`src/rtl/multi_vending_machine.sv`:
```
// ============================================================================
// multi_vending_machine -- coin-accepting, multi-product vending controller
// Rev 1.0 -- initial release
// ============================================================================
`default_nettype none

module multi_vending_machine #(
    parameter int                            N_ITEMS    = 4,
    parameter int                            CREDIT_W   = 8,
    parameter int                            MAX_CREDIT = 50,
    parameter logic [N_ITEMS*CREDIT_W-1:0]   PRICES     = {8'd15, 8'd12, 8'd10, 8'd7},
    parameter int                            STOCK_W    = 4,
    parameter int                            INIT_STOCK = 3
) (
    input  logic                       clk,
    input  logic                       rst,
    input  logic                       coin_valid,
    input  logic [1:0]                 coin_code,
    input  logic                       sel_valid,
    input  logic [$clog2(N_ITEMS)-1:0] sel_id,
    input  logic                       refund,
    output logic [CREDIT_W-1:0]        credit,
    output logic                       vend_valid,
    output logic [$clog2(N_ITEMS)-1:0] vend_id,
    output logic                       change_pulse,
    output logic                       coin_reject,
    output logic                       sold_out,
    output logic                       need_more,
    output logic                       busy
);

    localparam int SEL_W = $clog2(N_ITEMS);

    typedef enum logic [0:0] {
        ST_IDLE   = 1'b0,
        ST_CHANGE = 1'b1
    } state_t;

    state_t              r_state;
    logic [CREDIT_W-1:0] r_credit;
    logic [STOCK_W-1:0]  r_stock [N_ITEMS];
    logic                r_vend_valid;
    logic [SEL_W-1:0]    r_vend_id;
    logic                r_change_pulse;
    logic                r_coin_reject;
    logic                r_sold_out;
    logic                r_need_more;

    logic                w_sel_ok;
    logic [SEL_W-1:0]    w_idx;
    logic [CREDIT_W-1:0] w_price;
    logic [CREDIT_W-1:0] w_coin_val;
    logic                w_coin_legal;
    logic [CREDIT_W:0]   w_credit_sum;
    logic                w_coin_ok;

    // Out-of-range selections are steered to item 0 for the lookups but
    // flagged so they are reported as sold out.
    assign w_sel_ok = (32'(sel_id) < N_ITEMS);
    assign w_idx    = w_sel_ok ? sel_id : '0;
    assign w_price  = PRICES[w_idx*CREDIT_W +: CREDIT_W];

    always_comb begin
        w_coin_val   = '0;
        w_coin_legal = 1'b1;
        case (coin_code)
            2'b00:   w_coin_val = CREDIT_W'(1);
            2'b01:   w_coin_val = CREDIT_W'(5);
            2'b10:   w_coin_val = CREDIT_W'(10);
            default: w_coin_legal = 1'b0;
        endcase
    end

    assign w_credit_sum = {1'b0, r_credit} + {1'b0, w_coin_val};
    assign w_coin_ok    = w_coin_legal && (w_credit_sum <= (CREDIT_W+1)'(MAX_CREDIT));

    always_ff @(posedge clk or posedge rst) begin
        if (rst) begin
            r_state        <= ST_IDLE;
            r_credit       <= '0;
            for (int i = 0; i < N_ITEMS; i++) begin
                r_stock[i] <= STOCK_W'(INIT_STOCK);
            end
            r_vend_valid   <= 1'b0;
            r_vend_id      <= '0;
            r_change_pulse <= 1'b0;
            r_coin_reject  <= 1'b0;
            r_sold_out     <= 1'b0;
            r_need_more    <= 1'b0;
        end else begin
            r_vend_valid   <= 1'b0;
            r_change_pulse <= 1'b0;
            r_coin_reject  <= 1'b0;
            r_sold_out     <= 1'b0;
            r_need_more    <= 1'b0;
            case (r_state)
                ST_IDLE: begin
                    // Refund outranks selection, which outranks coin entry.
                    if (refund) begin
                        if (r_credit != '0) begin
                            r_state <= ST_CHANGE;
                        end
                    end else if (sel_valid) begin
                        if (!w_sel_ok || (r_stock[w_idx] == '0)) begin
                            r_sold_out <= 1'b1;
                        end else if (r_credit < w_price) begin
                            r_need_more <= 1'b1;
                        end else begin
                            r_vend_valid   <= 1'b1;
                            r_vend_id      <= w_idx;
                            r_credit       <= r_credit - w_price;
                            r_stock[w_idx] <= r_stock[w_idx] - STOCK_W'(1);
                            if (r_credit != w_price) begin
                                r_state <= ST_CHANGE;
                            end
                        end
                    end
                    if (coin_valid) begin
                        if (w_coin_ok && !refund && !sel_valid) begin
                            r_credit <= w_credit_sum[CREDIT_W-1:0];
                        end else begin
                            r_coin_reject <= 1'b1;
                        end
                    end
                end
                ST_CHANGE: begin
                    if (coin_valid) begin
                        r_coin_reject <= 1'b1;
                    end
                    if (r_credit != '0) begin
                        r_change_pulse <= 1'b1;
                        r_credit       <= r_credit - CREDIT_W'(1);
                    end
                    // Leave on the edge that pays out the last unit.
                    if (r_credit <= CREDIT_W'(1)) begin
                        r_state <= ST_IDLE;
                    end
                end
                default: r_state <= ST_IDLE;
            endcase
        end
    end

    assign credit       = r_credit;
    assign vend_valid   = r_vend_valid;
    assign vend_id      = r_vend_id;
    assign change_pulse = r_change_pulse;
    assign coin_reject  = r_coin_reject;
    assign sold_out     = r_sold_out;
    assign need_more    = r_need_more;
    assign busy         = (r_state == ST_CHANGE);

endmodule

`default_nettype wire

```
`config.mk`:
```
export PLATFORM = sky130hd
export DESIGN_NAME = multi_vending_machine
export DESIGN_NICKNAME = d
export VERILOG_FILES = /design/src/rtl/multi_vending_machine.sv
export SDC_FILE = /design/constraint.sdc
export NUM_CORES = 1
export LEC_CHECK = 0
export ABC_AREA = 1
export BUFFER_PORTS_ARGS = -buffer_cell sky130_fd_sc_hd__buf_2
export CORE_ASPECT_RATIO = 1.4
export CORE_UTILIZATION = 45
export DETAILED_ROUTE_END_ITERATION = 6
export SETUP_SLACK_MARGIN = 0.3
export SLEW_MARGIN = 15
export SYNTH_ARGS = -nofsm -noshare
export SYNTH_HDL_FRONTEND = slang
export SYNTH_SLANG_ARGS = --single-unit
```
`constraint.sdc`:
```
create_clock -name clk -period 3.9 [get_ports clk]
set_input_delay 0.78 -clock clk [delete_from_list [all_inputs] [get_ports clk]]
set_output_delay 0.78 -clock clk [all_outputs]
set_load 0.05 [all_outputs]
```
# Yosys cells after proc, flatten, opt, wreduce, memory -nomap -nowiden

Cells that the tools add are included.

Word-level logic and storage cells: 85
Bits in read-only memories: 0
Bits in writable memories: 0
Memories: 0
Register bits: 32
Bits in latches: 0

Eq/ne operators: 4
Magnitude comparators: 5
Multipliers: 0
Div/mod/pow operators: 0
Mux-type cells: 43
Bitwise logic cells: 5
Reduce and logical (&&, ||, !) cells: 11
Add/subtract/negate cells: 4
Shifts and indexed selects: 1

Operators by type and width:

| kind                    | number |
|---|---|
| $mux 8                  | 7 |
| $shiftx 32x6->8 const A | 1 |
| $mux 1                  | 26 |
| $bwmux 16               | 1 |
| $pmux 8 s2              | 1 |
| $mux 4                  | 3 |
| $pmux 4 s3              | 1 |
| $add 8x8->9             | 1 |
| $le 9x6->1 const B      | 1 |
| $bmux 4 s2              | 1 |
| $demux 4 s2             | 1 |
| $le 8x1->1 const B      | 1 |
| $lt 8x8->1              | 1 |
| $ne 8x8->1              | 1 |
| $reduce_bool 8->1       | 1 |
| $sub 8x1->8 const B     | 1 |
| $sub 8x8->8             | 1 |
| $reduce_and 5->1        | 1 |
| $logic_and 1x1->1       | 4 |
| $logic_not 4->1         | 1 |
| $not 1->1               | 4 |
| $pmux 1 s2              | 2 |
| $sub 4x1->4 const B     | 1 |
| $ge 3x3->1 const B      | 1 |
| other kinds (8)         | 9 |

# Depth between registers and ports, before layout

Gate-level depths: netlist (run 1).

Depth in word-level cells: 11
Gate-level depth with buffers: 17

# Worst setup path after synthesis (run 1)

No wires, ideal clock.

Kind: in2reg
From: input port sel_id[1]
To: register r_credit[3] (netlist: credit[3])
Arrival: 2.533 ns
Library setup time: 0.129 ns
Buffers on the path: 0
Stages on the path: 16
Path slack: 1.238 ns
Data required time: 3.771 ns
Cell sequence: inv_2 ha_1 inv_1 ha_1 inv_1 fa_1 inv_1 nor2_2 nor3_4 nor2_4 nand2_4 nand2_1 o21ai_1 nand2_1 nand3_1 a21oi_2

Word-level cells in the longest chain between the ends: 11
Elaborated cells on any way between the ends: 15
Classes of those cells: add/sub: 1; order compare: 1; shift: 1; mux: 10; bitwise: 1; reduce/logical: 1

Ends and longest elaborated chain:

| item                                                | line | source |
|---|---|---|
| start, declared                                     | 20   | `input logic [$clog2(N_ITEMS)-1:0] sel_id,` |
| branches (longest 5 deep; another with $sub 8x8->8) | --   |  |
| $mux 8 (*)                                          | 104  | `if (!w_sel_ok \|\| (r_stock[w_idx] == '0)) begin` |
| $mux 8 (*)                                          | 103  | `end else if (sel_valid) begin` |
| $mux 8 (*)                                          | 99   | `if (refund) begin` |
| $mux 8                                              | 119  | `if (w_coin_ok && !refund && !sel_valid) begin` |
| $mux 8 (*)                                          | 118  | `if (coin_valid) begin` |
| $pmux 8 s2 (*)                                      | 96   | `case (r_state)` |
| end signal, assigned                                | 111  | `r_credit <= r_credit - w_price;` |
| end signal, assigned                                | 120  | `r_credit <= w_credit_sum[CREDIT_W-1:0];` |
| end signal, assigned                                | 132  | `r_credit <= r_credit - CREDIT_W'(1);` |
| end, declared                                       | 40   | `logic [CREDIT_W-1:0] r_credit;` |

Every way passes the cells marked *. The select of a mux whose other input is x is not followed.
A chain may end at the register's enable or synchronous reset.

# Worst setup path after layout (run 1)

From: input port sel_id[0]
To: register r_credit[3] (netlist: credit[3])

Same word-level chain as after synthesis.

==> impl_metrics.toml, run 1 <==
[worst_setup_path]
cp_top_family = "adder cells"
critical_path_required_ps = 4060
kind_of_launch_point_of_the_worst_setup_path = "input port"
worst_ep_arrival_time_ps = 3020
timing.critical_path.fanout_max = 14
critical_path_end_type = "register"
cp_slowest_stage_delay_ps = 400
ws_path_type = "input port to register"
critical_path.startpoint = "sel_id[0]"
critPathSlowestCell = "fa_1"
worstReg2RegStart = "credit[1]"
cp.buffers_inverters = 5
crit_top_cell = "inv_1"
critical_path.cell_chain = "buf_2 > inv_2 > ha_1 > inv_1 > ha_1 > inv_1 > fa_1 > inv_1 > nor2_2 > nor3_4 > nor2_4 > nand2_4 > nand2_1 > o21ai_1 > nand2_1 > nand3_1 > a21oi_2"

[detailed_routing]
drc_errors = 0
average_wire_length_per_cell_after_detail_routing_um = 14.3
finalWirelength_um = 6410
vias_per_cell = 5.21
num_vias = 2330
drt_iter0_markers = 100
final_antenna_net_count = 0
drt-pass1-iter-count = 4

[clock_tree]
insertion_delay_of_the_later_clocked_pin_in_the_worst_skew_pair_ps = 300
clock-sinks = 32
number_of_buffers_inserted_by_hold_repair_at_cts = 0
cts.htree.levels = 2
cts-resized-gates = 0
numCtsBuffers = 5
post_cts_buffers = 0
tritoncts_clock_tree = "yes"
clock_tree.buffer_depth = 2
cts.root.buffer_cell = "clkbuf_8"
clk_pin_slew_worst_paths_ps = 80

[floorplanning]
overall_die_height_um = 92.3
placement_rows = 32
dieArea_um2 = 6140
core_um2 = 5570
initial_utilization = 0.471
top_level_ports = 25
width_of_the_die_um = 66.5

[global_routing]
grt_max_degree = 25
antenna_found_initial = 0
grt_use_total = 0.230
grt_pass1_wl_um = 10600
leftover_overflow_at_the_end_of_global_routing = 0
number_of_global_route_vias_before_repair = 2262

[logic_synthesis]
postSynthAreaPerCell_um2 = 7.42
yosysWarningCount = 0
syn_inst = 353
synth_nets = 381
synth.ff_latch_count = 32
synth_cell_types = 38
ys_seq_area_frac = 0.309
mappedNetlistArea_um2 = 2620

[timing]
grt_setup_unrepaired = "no"
layout_worst_path_cycle_share = 0.733
worst_pin_slew_ps = 523
achievable-frequency_mhz = 350
finalClockSkew_ps = 12.8
final.min_clock_period_ps = 2860
finalSetupTns_ps = 0
setup-violations-final = 0
drv_slew = 0
relSlewSlack = 0.651
report.final.hold_viol_count = 0
finalWorstSetupSlack_ps = 1040

[placed_design]
place_ws_ps = 741
detailedPlacementHpwl_um = 5060
portBuffers = 24
gp_congestion = 0.906

[pwr]
vdd_drop_max_mv = 0.266
post-layout-total-power_w = 0.00193
cellPowerDensity_nw_per_um2 = 671
cellLeakagePower_nw = 1.51

[flow_run]
timing.max_cap.violations = 0

[layout]
area_delta_synth_final_pct = 9.50
num_antenna_cells = 0
drive_above_1_share = 0.219
layout.nets = 406

[run_status]
run_status = "finished, final reports clean"

[worst_hold_path]
hp-class = "input port to asynchronous set/reset pin"
path summary, 6_finish.rpt:
| check | end | slack, ps | cells past startpoint |
|---|---|---|---|
| max | credit[3] | 1040 | 17 |
| min | need_more | 430 | 2 |
| max reg2reg | credit[7] | 1430 | 14 |
| min reg2reg | r_stock[9] | 480 | 2 |
| max in group asynchronous | r_stock[8] | 2770 | 3 |
| min in group clk | r_stock[9] | 480 | 2 |
registers in the layout, indices dropped and copies added, names as in the netlist:
| register | cells |
|---|---|
| credit | 8 |
| vend_id | 2 |
| r_stock | 16 |
| vend_valid | 1 |
| coin_reject | 1 |
| busy | 1 |
| change_pulse | 1 |
| need_more | 1 |
| sold_out | 1 |
routing by layer:
metal / wire length, µm / share of wire / GRT usage
met3: 157 / 0.024 / 0.0299
met5: 0 / 0 / 0
met2: 3570 / 0.56 / 0.433
met1: 2560 / 0.40 / 0.250
met4: 125 / 0.019 / 0.0887
cells in the final DEF (no fill, tap or decap), drive strengths merged, types with 2 or more instances in the layout:
cell type,synthesis,final
nand3,41,41
clkbuf,1,7
dfstp,8,8
o21ai,24,24
xnor2,3,3
nand4,11,11
a21oi,14,14
ha,17,17
nor3,6,6
buf,6,25
xor2,3,3
inv,48,48
fa,2,2
nor2,25,25
nand2,112,112
or2,2,2
dfrtp,24,24
cells in the mapped netlist, drive strengths merged:
cell type	instances	area (µm²)
a21oi	14	81.3
o22ai	1	6.26
nand2	112	480
ha	17	213
clkbuf	1	3.75
o21ai	24	120
xor2	3	26.3
inv	48	183
nand3	41	285
a31oi	1	6.26
nand3b	1	7.51
fa	2	40.0
o21bai	1	7.51
nor3	6	41.3
and2	1	6.26
nor2	25	130
nand4	11	68.8
xnor2	3	26.3
or2	2	12.5
buf	6	53.8
dfrtp	24	601
dfstp	8	210
a32o	1	10.0
cells by family after synthesis:
kind of cell,count (synthesis),synth area share
adders and majority gates,19,0.0965
buffers and inverters,55,0.0917
DFF,32,0.309
AOI/OAI and AO/OA,42,0.0884
and+or+nand+nor,199,0.394
xor gates and xnor gates,6,0.0201
layout make-up:
class,count,area [µm²]
Fill cell,579,2700
Multi-Input combinational cell,266,1570
Sequential cell,32,811
Inverter,48,183
Timing Repair Buffer,25,128
Clock buffer,7,86.3
Tap cell,68,85.1
Clock inverter,1,7.51
power breakdown:
| part | internal, W | leakage (nW) | switching [W] | total [W] |
|---|---|---|---|---|
| Sequential | 0.000420 | 0.383 | 0.000135 | 0.000556 |
| Combinational | 0.000350 | 1.08 | 0.000747 | 0.00110 |
| Clock | 0.000143 | 0.0445 | 0.000130 | 0.000274 |
| Total | 0.000914 | 1.51 | 0.00101 | 0.00193 |
stage by stage:
stage | hold slack [ps] | instances | cell area (µm²) | util
2_1_floorplan | 447 | 353 | 2620 | -
3_3_place_gp | 467 | 439 | 2780 | 0.499
4_1_cts | 440 | 447 | 2870 | 0.516
3_5_place_dp | 470 | 439 | 2780 | 0.499
5_1_grt | 455 | 447 | 2870 | 0.516
6_report | 429 | 447 | 2870 | 0.516
Power figures use the tool's default switching activity.
==> run 2, diff against run 1 <==
Clock period 3.9 ns to 2.9 ns, I/O delays scaled along.
==> run 2 against run 1 <==
Against the previous run:
- flip-flop and latch count is the same
- via count is the same
- power grew 33%
- non-clock buffer count grew 6
- sequential power grew 30%
- wire length grew 0.28%
- count of clock-buffer cells in the layout is the same
- register-to-register slack lost 930 ps
- highest routed layer unchanged
- clock power grew 23%
==> impl_metrics.toml, run 2 (synthesis results as in run 1) <==
[floorplanning]
overall_die_height_um = 92.3
placement_rows = 32
dieArea_um2 = 6140
width_of_the_die_um = 66.5
top_level_ports = 25
initial_utilization = 0.471
core_um2 = 5570

[global_routing]
grt_max_degree = 33
number_of_global_route_vias_before_repair = 2213
grt_pass1_wl_um = 10500
leftover_overflow_at_the_end_of_global_routing = 0
grt_use_total = 0.230
antenna_found_initial = 0

[placed_design]
gp_congestion = 0.892
detailedPlacementHpwl_um = 5000
place_ws_ps = 128
portBuffers = 24

[worst_setup_path]
r2r_end = "credit[4]"
critical_path_required_ps = 3100
worstReg2RegStart = "credit[0]"
timing.critical_path.fanout_max = 7
ws_path_type = "input port to register"
cp.depth = 16
cp_slowest_stage_delay_ps = 390
critical_path.cell_chain = "clkbuf_4 > inv_2 > ha_1 > inv_1 > ha_1 > inv_1 > fa_1 > inv_1 > nor2_2 > nor2_1 > nand4_1 > nand2_1 > nand2_1 > nand2_1 > nand3_1 > a21oi_1"
cp.buffers_inverters = 5
kind_of_launch_point_of_the_worst_setup_path = "input port"
setup.reg_to_reg.worst_slack_ps = 500
critPathSlowestCell = "fa_1"
critical_path_end_type = "register"
worst_r2r_path_depth = 14
worst_ep_arrival_time_ps = 2640
cp_top_family = "adder cells"

[detailed_routing]
vias_per_cell = 5.14
drt_iter0_markers = 162
drc_errors = 0
num_vias = 2330
final_antenna_net_count = 0
finalWirelength_um = 6430
average_wire_length_per_cell_after_detail_routing_um = 14.2
drt-pass1-iter-count = 4

[clock_tree]
post_cts_buffers = 0
cts.htree.levels = 2
tritoncts_clock_tree = "yes"
cts.root.buffer_cell = "clkbuf_8"
insertion_delay_of_the_later_clocked_pin_in_the_worst_skew_pair_ps = 280
clock-sinks = 32
clock_tree.buffer_depth = 2
clk_pin_slew_worst_paths_ps = 70
numCtsBuffers = 5

[layout]
area_delta_synth_final_pct = 11.0
layout.cells.most_common = "nand2_1"
layout.nets = 412
postLayoutCoreUtil = 0.523
multi_input_gate_area_in_the_final_layout_um2 = 1570
fillerInstances = 590
most-common-layout-cells = "nand2_1, inv_1, nand3_1"
regArea_um2 = 811
drive_above_1_share = 0.231
max_reg_flops = 16
num_antenna_cells = 0
max_flop_register = "r_stock"

[timing]
grt_setup_unrepaired = "yes"
relSlewSlack = 0.646
worst_pin_slew_ps = 530
report.final.hold_viol_count = 0
final.min_clock_period_ps = 2440
finalClockSkew_ps = 5.63
drv_slew = 0
setup-violations-final = 0
achievable-frequency_mhz = 410
finalWorstSetupSlack_ps = 463
layout_worst_path_cycle_share = 0.840
finalSetupTns_ps = 0

[worst_hold_path]
hp-class = "input port to asynchronous set/reset pin"

[flow_run]
timing.max_cap.violations = 0

[run_status]
run_status = "finished, final reports clean"

[pwr]
post-layout-total-power_w = 0.00256
cellLeakagePower_nw = 1.54
vdd_drop_max_mv = 0.367
cellPowerDensity_nw_per_um2 = 882
==> run 2: cell count changes in the layout (fill, tap and decap cells not counted), sizes merged <==
cell and change:
buf +5, clkinvlp -1, clkbuf +1, clkinv +1
==> run 2: final cells by class <==
| type | count | area share |
|---|---|---|
| well taps | 68 | 0.0292 |
| flip-flops and latches | 32 | 0.279 |
| clock buffers | 7 | 0.0262 |
| inverters | 48 | 0.0628 |
| multi-input cells | 266 | 0.541 |
| clock inverters | 1 | 0.00172 |
| repair buffers | 31 | 0.0602 |
==> run 2: how the worst max path moves through the flow <==
| stage | endpoint | start | slack [ps] |
|---|---|---|---|
| 3_3_place_gp | credit[2] | sel_id[1] | 170 |
| 2_1_floorplan | credit[7] | credit[1] | 420 |
| 4_1_cts | credit[4] | sel_id[1] | 420 |
| 3_5_place_dp | credit[4] | sel_id[1] | 130 |
| 6_report | credit[4] | sel_id[1] | 460 |
| 5_1_grt | credit[7] | coin_code[1] | 290 |
==> run 2: repair_timing <==
item | 4_1_cts | 5_1_grt
hold buffers | 0 | 0
resized for setup | 0 | 2
endpoints found under the setup margin | 0 | 13
endpoints found under the hold margin | 0 | 0
==> run 2: routing by layer <==
layer	track usage	vias to the layer above	routed length, µm
met1	0.247	1076	2420
li1	-	1202	-
met3	0.0286	8	183
met4	0.0780	0	95
met2	0.443	44	3730
met5	0	-	0
==> run 2: per-stage QoR <==
stage / area (µm²) / hold WS, ps / cells
floorplan: 2620 / 447 / 353
global placement: 2820 / 458 / 445
detailed placement: 2820 / 463 / 445
CTS: 2900 / 393 / 453
global route: 2910 / 424 / 453
finish: 2910 / 380 / 453
==> run 2: tightest hold or removal path: cells and delay by family <==
kind,cells,cell delay (ps)
buffers and inverters,3,510
==> run 2: where the power goes <==
group	switching [W]	internal [W]
Clock	0.000167	0.000168
Sequential	0.000157	0.000565
Combinational	0.00102	0.000487
Total	0.00134	0.00122
==> run 3, diff against run 2 <==
Clock period 2.9 ns to 2.3 ns, I/O delays scaled along.
==> run 3 against run 2 <==
Against the previous run:
- clock skew increased by 1.3 ps
- critical path depth rose by 1
- clock power is 29% higher
- sequential share of layout area fell by 4.2 points
- register-to-register slack lost 340 ps
- worst hold slack lost 140 ps
- wire length increased by 11%
- critical path type unchanged
- critical endpoint is now credit[3]
==> impl_metrics.toml, run 3 (synthesis results as in run 1) <==
[layout]
layout.nets = 448
most-common-layout-cells = "nand2_1, buf_4, inv_1"
final_area_um2 = 3440
max_reg_flops = 16
area_delta_synth_final_pct = 31.4
layout.cells.most_common = "nand2_1"
max_flop_register = "r_stock"
final-instance-count-excl-fill = 489
num_antenna_cells = 0
drive_above_1_share = 0.387

[worst_hold_path]
hp-class = "input port to asynchronous set/reset pin"

[placed_design]
placed_area_um2 = 3120
numPlacedInstances = 473
gp_congestion = 0.856
detailedPlacementHpwl_um = 5420
portBuffers = 24

[clock_tree]
cts.root.buffer_cell = "clkbuf_8"
tritoncts_clock_tree = "yes"
number_of_buffers_inserted_by_hold_repair_at_cts = 0
insertion_delay_of_the_later_clocked_pin_in_the_worst_skew_pair_ps = 290
clock-sinks = 32
clock_tree.buffer_depth = 2
numCtsBuffers = 5
clk_pin_slew_worst_paths_ps = 70
cts.htree.levels = 2

[detailed_routing]
num_vias = 2572
drc_errors = 0
drt_iter0_markers = 117
vias_per_cell = 5.26
finalWirelength_um = 7130
drt-pass1-iter-count = 4
final_antenna_net_count = 0
average_wire_length_per_cell_after_detail_routing_um = 14.6

[timing]
setup-violations-final = 0
final.min_clock_period_ps = 2140
grt_setup_unrepaired = "yes"
layout_worst_path_cycle_share = 0.932
achievable-frequency_mhz = 466
finalClockSkew_ps = 6.91
relSlewSlack = 0.643
drv_slew = 0
worst_pin_slew_ps = 534
report.final.hold_viol_count = 0

[worst_setup_path]
worstReg2RegStart = "credit[0]"
setup.reg_to_reg.worst_slack_ps = 160
worst_r2r_path_depth = 14
critical_path_end_type = "register"
timing.critical_path.fanout_max = 7
ws_path_type = "input port to register"
r2r_end = "credit[0]"
worst_ep_arrival_time_ps = 2300
kind_of_launch_point_of_the_worst_setup_path = "input port"
critical_path_required_ps = 2460

[floorplanning]
core_um2 = 5570
width_of_the_die_um = 66.5
dieArea_um2 = 6140
top_level_ports = 25
initial_utilization = 0.471
overall_die_height_um = 92.3
placement_rows = 32

[run_status]
run_status = "finished, final reports clean"

[pwr]
cellLeakagePower_nw = 1.69
post-layout-total-power_w = 0.00382
vdd_drop_max_mv = 0.398
cellPowerDensity_nw_per_um2 = 1110

[global_routing]
grt_max_degree = 33
number_of_global_route_vias_before_repair = 2622
leftover_overflow_at_the_end_of_global_routing = 0
grt_use_total = 0.260
antenna_found_initial = 0
grt_pass1_wl_um = 11800

[flow_run]
timing.max_cap.violations = 0
## run 3: critical path: stages
cell	delay, ps
buf_8	100
inv_12	30
ha_4	220
inv_2	60
ha_4	140
inv_4	40
fa_2	390
inv_2	80
nor2_4	50
nor3_4	200
nor2_4	90
nand2_4	90
nand2_1	60
o21ai_1	90
nand2_2	50
nand3_1	90
a21oi_2	60
## run 3: layout make-up
class                           count  area, µm²
Sequential cell                    32        815
Timing Repair Buffer               66        488
Multi-Input combinational cell    267       1750
Tap cell                           68       85.1
Clock inverter                      3       18.8
Inverter                           48        220
Fill cell                         540       2120
Clock buffer                        5       68.8
## run 3: report_power, final
| part | switching, W | total [W] | internal [W] |
|---|---|---|---|
| logic | 0.00152 | 0.00250 | 0.000984 |
| clock network | 0.000223 | 0.000434 | 0.000211 |
| registers | 0.000173 | 0.000891 | 0.000718 |
## run 3: worst max-delay path by stage
stage,from,endpoint,depth (start not counted),slack (ps)
floorplan,credit[0],credit[7],14,140
global placement,sel_id[0],credit[0],13,-220
finish,sel_id[0],credit[3],17,160
global route,credit[0],credit[5],14,20
detailed placement,sel_id[0],credit[0],13,-250
CTS,credit[0],credit[5],14,170
## run 3: what timing repair did
action	4_1_cts	5_1_grt
endpoints found under the setup margin	30	30
pin swaps	12	2
cloned	1	0
hold endpoints to repair	0	0
setup buffers	5	2
gates resized for setup	32	12
## run 3: metrics by stage
step,TNS [ps],setup WS (ps),hold WS (ps),utilization
after floorplan,0,141,447,-
after global placement,-3340,-219,458,0.561
after detailed placement,-3930,-248,466,0.561
after CTS,0,167,251,0.609
after global routing,0,17.0,292,0.619
final,0,156,237,0.619
## run 3: per-layer routing
| metal | share of wire | track usage | routed length (µm) | vias to the layer above |
|---|---|---|---|---|
| met1 | 0.37 | 0.252 | 2600 | 1227 |
| li1 | - | - | - | 1277 |
| met2 | 0.58 | 0.511 | 4160 | 47 |
| met4 | 0.033 | 0.133 | 233 | 0 |
| met3 | 0.019 | 0.0299 | 133 | 21 |
| met5 | 0 | 0 | 0 | - |
